File: config.mk
export PLATFORM = sky130hd
export DESIGN_NAME = cs8_stream_packer
export DESIGN_NICKNAME = d
export VERILOG_FILES = /design/src/rtl/cs8_stream_packer.sv
export SDC_FILE = /design/constraint.sdc
export NUM_CORES = 1
export LEC_CHECK = 0
export ABC_AREA = 0
export CELL_PAD_IN_SITES_DETAIL_PLACEMENT = 1
export CELL_PAD_IN_SITES_GLOBAL_PLACEMENT = 1
export CORE_MARGIN = 2
export CORE_UTILIZATION = 42
export DETAILED_ROUTE_END_ITERATION = 12
export PLACE_DENSITY = 0.93
export SETUP_SLACK_MARGIN = 0.15
export SYNTH_ARGS = -nofsm -noshare
export SYNTH_HDL_FRONTEND = slang
export SYNTH_SLANG_ARGS = --single-unit
File: constraint.sdc
create_clock -name clk -period 3.8 [get_ports clk]
set_input_delay 1.14 -clock clk [delete_from_list [all_inputs] [get_ports clk]]
set_output_delay 1.14 -clock clk [all_outputs]
set_load 0.05 [all_outputs]
File: src/rtl/cs8_stream_packer.sv
// cs8_stream_packer
//   Packs 12-bit signed I/Q pairs from the RX sample path into 32-bit words.
//   cs16 mode: one sign-extended pair per word, {sext16(q), sext16(i)}.
//   cs8 mode : two rounded/saturated 8-bit pairs per word; first pair in
//              [15:0], second pair in [31:16].
//   Output words are framed into FRAME_WORDS-word bursts (m_last on the final
//   word). The packing mode is only re-latched at a frame boundary.
//
// Ports
//   clk, rstn        clock, asynchronous active-low reset
//   cfg_en           1 = run; 0 = drop any held half word and restart the frame
//   cfg_cs8          requested packing mode (1 = cs8, 0 = cs16)
//   flush            level; emits a pending cs8 half word padded with zeros
//   s_valid/s_ready  input pair handshake, s_i/s_q two's complement samples
//   m_valid/m_ready  output word handshake, m_data packed word, m_last frame end
//   sat_cnt          count of clamped cs8 lanes, sticks at all-ones
module cs8_stream_packer #(
  parameter int unsigned FRAME_WORDS = 1024,
  parameter int unsigned SAT_CNT_W   = 16
) (
  input  logic                 clk,
  input  logic                 rstn,
  input  logic                 cfg_en,
  input  logic                 cfg_cs8,
  input  logic                 flush,
  input  logic                 s_valid,
  output logic                 s_ready,
  input  logic [11:0]          s_i,
  input  logic [11:0]          s_q,
  output logic                 m_valid,
  input  logic                 m_ready,
  output logic [31:0]          m_data,
  output logic                 m_last,
  output logic [SAT_CNT_W-1:0] sat_cnt
);

  localparam int unsigned WCNT_W = (FRAME_WORDS > 1) ? $clog2(FRAME_WORDS) : 1;
  localparam logic [WCNT_W-1:0] WCNT_LAST = WCNT_W'(FRAME_WORDS - 1);

  typedef enum logic {
    ST_EMPTY,
    ST_HALF
  } state_e;

  state_e                 state_q, state_d;
  logic [WCNT_W-1:0]      word_cnt_q, word_cnt_d;
  logic                   mode_q, mode_d;
  logic [15:0]            half_q, half_d;
  logic                   m_valid_q, m_valid_d;
  logic [31:0]            m_data_q, m_data_d;
  logic                   m_last_q, m_last_d;
  logic [SAT_CNT_W-1:0]   sat_cnt_q, sat_cnt_d;

  logic                   slot_free;
  logic                   accept;
  logic                   at_boundary;
  logic                   mode_eff;
  logic                   flush_fire;
  logic                   load;
  logic [8:0]             rs_i, rs_q;
  logic [1:0]             sat_inc;
  logic [SAT_CNT_W:0]     sat_sum;

  // Returns {clamped, lane}: round-half-up to 8 bits, clamped to [-128,127].
  function automatic logic [8:0] round_sat8(input logic [11:0] x);
    logic [8:0] sum;
    sum = {x[11], x[11:4]} + {8'd0, x[3]};
    if (sum[8] != sum[7]) begin
      return {1'b1, (sum[8] ? 8'h80 : 8'h7F)};
    end
    return {1'b0, sum[7:0]};
  endfunction

  // ---------------------------------------------------------------- handshake
  assign slot_free   = !m_valid_q || m_ready;
  assign s_ready     = rstn && cfg_en && !flush && slot_free;
  assign accept      = s_valid && s_ready;
  assign at_boundary = (state_q == ST_EMPTY) && (word_cnt_q == '0);
  // At a frame boundary the requested mode applies to this very accept, so the
  // first pair of a frame is already packed in the newly latched mode.
  assign mode_eff    = at_boundary ? cfg_cs8 : mode_q;
  assign flush_fire  = cfg_en && flush && (state_q == ST_HALF) && slot_free;

  assign rs_i    = round_sat8(s_i);
  assign rs_q    = round_sat8(s_q);
  assign sat_inc = {1'b0, rs_i[8]} + {1'b0, rs_q[8]};
  assign sat_sum = {1'b0, sat_cnt_q} + (SAT_CNT_W + 1)'(sat_inc);

  // ----------------------------------------------------------- state register
  always_ff @(posedge clk or negedge rstn) begin
    if (!rstn) begin
      state_q    <= ST_EMPTY;
      word_cnt_q <= '0;
      mode_q     <= 1'b0;
      half_q     <= '0;
      m_valid_q  <= 1'b0;
      m_data_q   <= '0;
      m_last_q   <= 1'b0;
      sat_cnt_q  <= '0;
    end else begin
      state_q    <= state_d;
      word_cnt_q <= word_cnt_d;
      mode_q     <= mode_d;
      half_q     <= half_d;
      m_valid_q  <= m_valid_d;
      m_data_q   <= m_data_d;
      m_last_q   <= m_last_d;
      sat_cnt_q  <= sat_cnt_d;
    end
  end

  // --------------------------------------------------------------- next state
  always_comb begin
    state_d = state_q;
    if (!cfg_en) begin
      state_d = ST_EMPTY;
    end else if (accept && mode_eff) begin
      state_d = (state_q == ST_EMPTY) ? ST_HALF : ST_EMPTY;
    end else if (flush_fire) begin
      state_d = ST_EMPTY;
    end
  end

  // ----------------------------------------------------------------- datapath
  always_comb begin
    load       = 1'b0;
    mode_d     = mode_q;
    half_d     = half_q;
    m_valid_d  = m_valid_q && !m_ready;
    m_data_d   = m_data_q;
    m_last_d   = m_last_q;
    word_cnt_d = word_cnt_q;
    sat_cnt_d  = sat_cnt_q;

    if (!cfg_en || at_boundary) begin
      mode_d = cfg_cs8;
    end

    if (cfg_en && accept) begin
      if (!mode_eff) begin
        load     = 1'b1;
        m_data_d = {{4{s_q[11]}}, s_q, {4{s_i[11]}}, s_i};
      end else begin
        sat_cnt_d = sat_sum[SAT_CNT_W] ? '1 : sat_sum[SAT_CNT_W-1:0];
        if (state_q == ST_EMPTY) begin
          half_d = {rs_q[7:0], rs_i[7:0]};
        end else begin
          load     = 1'b1;
          m_data_d = {rs_q[7:0], rs_i[7:0], half_q};
        end
      end
    end else if (flush_fire) begin
      load     = 1'b1;
      m_data_d = {16'h0000, half_q};
    end

    if (load) begin
      m_valid_d  = 1'b1;
      m_last_d   = (word_cnt_q == WCNT_LAST);
      word_cnt_d = (word_cnt_q == WCNT_LAST) ? '0 : word_cnt_q + 1'b1;
    end

    if (!cfg_en) begin
      word_cnt_d = '0;
    end
  end

  // ------------------------------------------------------------------ outputs
  assign m_valid = m_valid_q;
  assign m_data  = m_data_q;
  assign m_last  = m_last_q;
  assign sat_cnt = sat_cnt_q;

endmodule

==> results of run 1 <==
critical path: cells and delay by family:
kind / cells / cell delay, ps
AO/OA/AOI/OAI: 1 / 150
buffers and inverters: 4 / 640
adder cells (fa/ha/maj): 3 / 750
AND/OR/NAND/NOR: 5 / 1010
XOR/XNOR: 1 / 320
power by group through the flow:
stage          combinational [mW]  clock [mW]  sequential [mW]
6_report                     1.11       0.663             1.12
5_1_grt                      1.17       0.697             1.13
4_1_cts                      1.09       0.662             1.11
3_5_place_dp                 1.05           0             1.12
3_3_place_gp                 1.02           0             1.11
2_1_floorplan               0.231           0             1.51
final timing paths:
| check | end | slack (ps) | cells after the start |
|---|---|---|---|
| setup / recovery | sat_cnt[9]$_DFFE_PN0P_ | 70 | 14 |
| hold / removal | half_q[12]$_DFFE_PN0P_ | 490 | 2 |
| setup reg to reg | m_data[15]$_DFFE_PN0P_ | 840 | 8 |
| hold reg to reg | half_q[12]$_DFFE_PN0P_ | 490 | 2 |
| max in group asynchronous | mode_q$_DFFE_PN0P_ | 2400 | 2 |
| min in group asynchronous | m_last$_DFFE_PN0P_ | 800 | 2 |
synth_stat cells, drive strengths merged, types with 6 or more instances:
| master | number | area [um^2] |
|---|---|---|
| inv | 10 | 37.5 |
| or3 | 6 | 37.5 |
| a31oi | 21 | 138 |
| nand3 | 23 | 115 |
| clkbuf | 22 | 82.6 |
| nand2 | 96 | 360 |
| nor3 | 7 | 35.0 |
| ha | 9 | 113 |
| nand4 | 9 | 56.3 |
| nand2b | 8 | 50.1 |
| a21oi | 12 | 60.1 |
| nor2 | 37 | 139 |
| o211ai | 10 | 75.1 |
| xor2 | 6 | 52.6 |
| o21ai | 39 | 195 |
| dfrtp | 78 | 1950 |
| o31ai | 7 | 66.3 |
per-layer routing:
metal	GRT usage [%]	up-vias	wire length [um]
met4	11.6	0	653
met5	0	-	0
met2	51.8	198	8430
li1	-	1935	-
met1	35.4	2232	6420
met3	4.84	54	847
sequential cells by signal, indices dropped and copies added, names as in the netlist:
signal	count
m_data	32
word_cnt_q	10
state_q	1
sat_cnt	16
m_last	1
mode_q	1
half_q	16
m_valid	1
cell families after synthesis:
logic type                 Yosys count
muxes                                5
buffers and inverters               32
DFF                                 78
adders and majority gates           10
and+or+nand+nor                    212
xor gates and xnor gates            11
AOI/OAI and AO/OA                  122
stage by stage:
| step | hold WS [ps] | util, % | setup TNS [ps] |
|---|---|---|---|
| after floorplan | 450 | - | 0 |
| after global placement | 462 | 55.7 | -3210 |
| after detailed placement | 475 | 55.7 | -6680 |
| after CTS | 494 | 58.7 | 0 |
| after global routing | 516 | 59.5 | -19.9 |
| final | 494 | 59.5 | 0 |
cell usage in the layout (no fill, tap or decap), types with 8 or more instances in the layout:
master and instances:
o21ai_0 39, nand2b_1 8, nor2_1 36, nand3_1 20, a21oi_1 12, nand4_1 9, clkbuf_8 10, o211ai_1 10
clkdlybuf4s50_1 69, buf_4 48, a31oi_1 20, nand2_1 94, dfrtp_1 78
area by class of cell:
class / count / area (um^2) / area share (%)
Clock buffer: 10 / 138 / 2.39
Clock inverter: 6 / 61.3 / 1.06
Inverter: 10 / 37.5 / 0.651
Multi-Input combinational cell: 360 / 2230 / 38.6
Sequential cell: 78 / 1950 / 33.8
Tap cell: 133 / 166 / 2.89
Timing Repair Buffer: 128 / 1180 / 20.5
timing repair:
| action | CTS | global route |
|---|---|---|
| resized for setup | 20 | 17 |
| endpoints found under the setup margin | 16 | 12 |
| buffers inserted | 3 | 2 |
| pin swaps | 8 | 8 |
==> key figures, run 1 <==
Status
  • Outcome: complete, no violations

Setup path
  • Largest stage delay, worst path: roughly 370 ps
  • Worst Setup End Kind: register
  • Worst Setup SP: s_i[3]
  • Required @ worst endpoint: just over 4000 ps
  • Worst R2R Start: word_cnt_q[0]$_DFFE_PN0P_
  • Critical path class: primary input to register
  • CP max stage cell: fa_2
  • Cell Chain, Critical Path: dlygate4sd2_1 > ha_4 > nand3_2 > nor2_2 > xor2_2 > ha_4 > inv_2 > fa_2 > nand3b_1 > inv_2 > o211ai_1 > buf_4 > or3_4 > nand3_2
  • Critical path launch point type: primary input
  • CP arrival: 4030 ps
  • Crit path max fanout: 8

Final layout
  • Area grow syn2layout: 38.7%
  • ANT cells: 0
  • Nets: around 630
  • Final Non-Filler Cells: roughly 730
  • Final instance area: 0.00577 mm^2
  • Share of cells above drive strength 1: 16.4%
  • # fillers: ~1100

Timing
  • Highest clock rate: between 0.2 and 0.3 GHz
  • Worst-case clock skew: approximately 12 ps
  • Min Tclk post-route: 3730 ps
  • PnR worst setup slack: 73.1 ps
  • Hold Fails Final Rpt: 0
  • Worst-margin pin slew: 1150 ps
  • Final period utilization: a little over nine tenths
  • Final setup viols: 0
  • Max-slew headroom: 22.3%
  • Slew Viols, Final: 0

Synthesis
  • Mapped cell area: 0.00416 mm^2
  • Simple-gate share of the synthesized area: 23.7%
  • Post-synth EDFFs: 0
  • Syn Area/Cell: a little under 9 um^2
  • Cells after synthesis: 470
  • Post-synth ARST share: 100%
  • FF+latch count, synth: between 70 and 80
  • Register area share after synthesis: 46.9%
  • Yosys warns: 0
  • Largest family of logic cells by synthesized area: simple AND/OR/NAND/NOR gates
  • Compound-Gate Fraction of Synth Area: 19.7%
  • Post-Synth XOR/XNOR Area: under 10%
  • Ys flop type: dfrtp_1
  • Unique cell type count in the Yosys netlist: 52
  • Multiplexer share of the synthesized area: under 10%
  • Adder-cell share of the synthesized area: 3.19%
  • Mapped Nets: about 510

Clock tree
  • H-tree levels: 3
  • Total CTS buffers: 9
  • Root buffer cell: clkbuf_8
  • CTS Hold Bufs: 0
  • Worst-path clk slew: roughly 90 ps
  • CTS tree: built
  • Worst-skew pair later-pin latency: roughly 370 ps
  • Clk buf depth: 2
  • CTS sink cnt: 78

Drt
  • Drt via density: 6.10
  • Vias: between 4000 and 5000
  • Final ANT Viol Nets: 0
  • Drt first-iter violations: ~270
  • Pre-antenna DRT Iters: 5
  • Routed WL: 16.4 mm
  • Remaining DRCs: 0
  • Drt wl/cell: ~23 um

Die
  • Rows: 36
  • Core area: between 0.009 and 0.01 mm^2
  • Die Wd: slightly above 100 um
  • I/O pin count: 82
  • Die area: between 0.01 and 0.015 mm^2
  • Die span in y: roughly 100 um
  • Starting Density: a little over two fifths

Pwr
  • PD cells: between 500 and 600 mW/mm^2
  • Sw Share: between 40% and 50%
  • Clk pwr share: between 20% and 30%
  • Worst VDD drop: roughly 0.00044 V
  • NetSw: about 1.2 mW
  • Internal: 1.70 mW
  • Combinational power share: 38.4%
  • Leakage Power: roughly 2.6 nW
  • Flop pwr share: between 30 and 40%
  • Tot Pwr: between 2 and 3 mW

Global route
  • Gr usage total: 29.2%
  • Grt ovf: 0
  • Largest net degree at the start of global routing: between 50 and 60
  • Initial antenna violation count: 0
  • Number of global-route vias before repair: 4619
  • First-pass GRT wire length: between 20 and 25 mm

Placement
  • Gpl congestion: 0.945
  • Post-placement cell count: around 700
  • I/O Buffers: 81
  • Dpl cell area: 0.00540 mm^2
  • Post-Place Worst Slack: -660 ps
  • Post-DP HPWL: 10.1 mm

Worst hold path
  • Min-delay src: half_q[12]$_DFFE_PN0P_
  • HP Class: register to register

Flow run
  • Max cap viols: 0
(Power assumes the default switching activity.)
==> run 2: changes to the inputs <==
CAP_MARGIN = 10   (was not set)
==> results of run 2 <==
No change in the layout: final DEF, timing and power equal those of run 1.
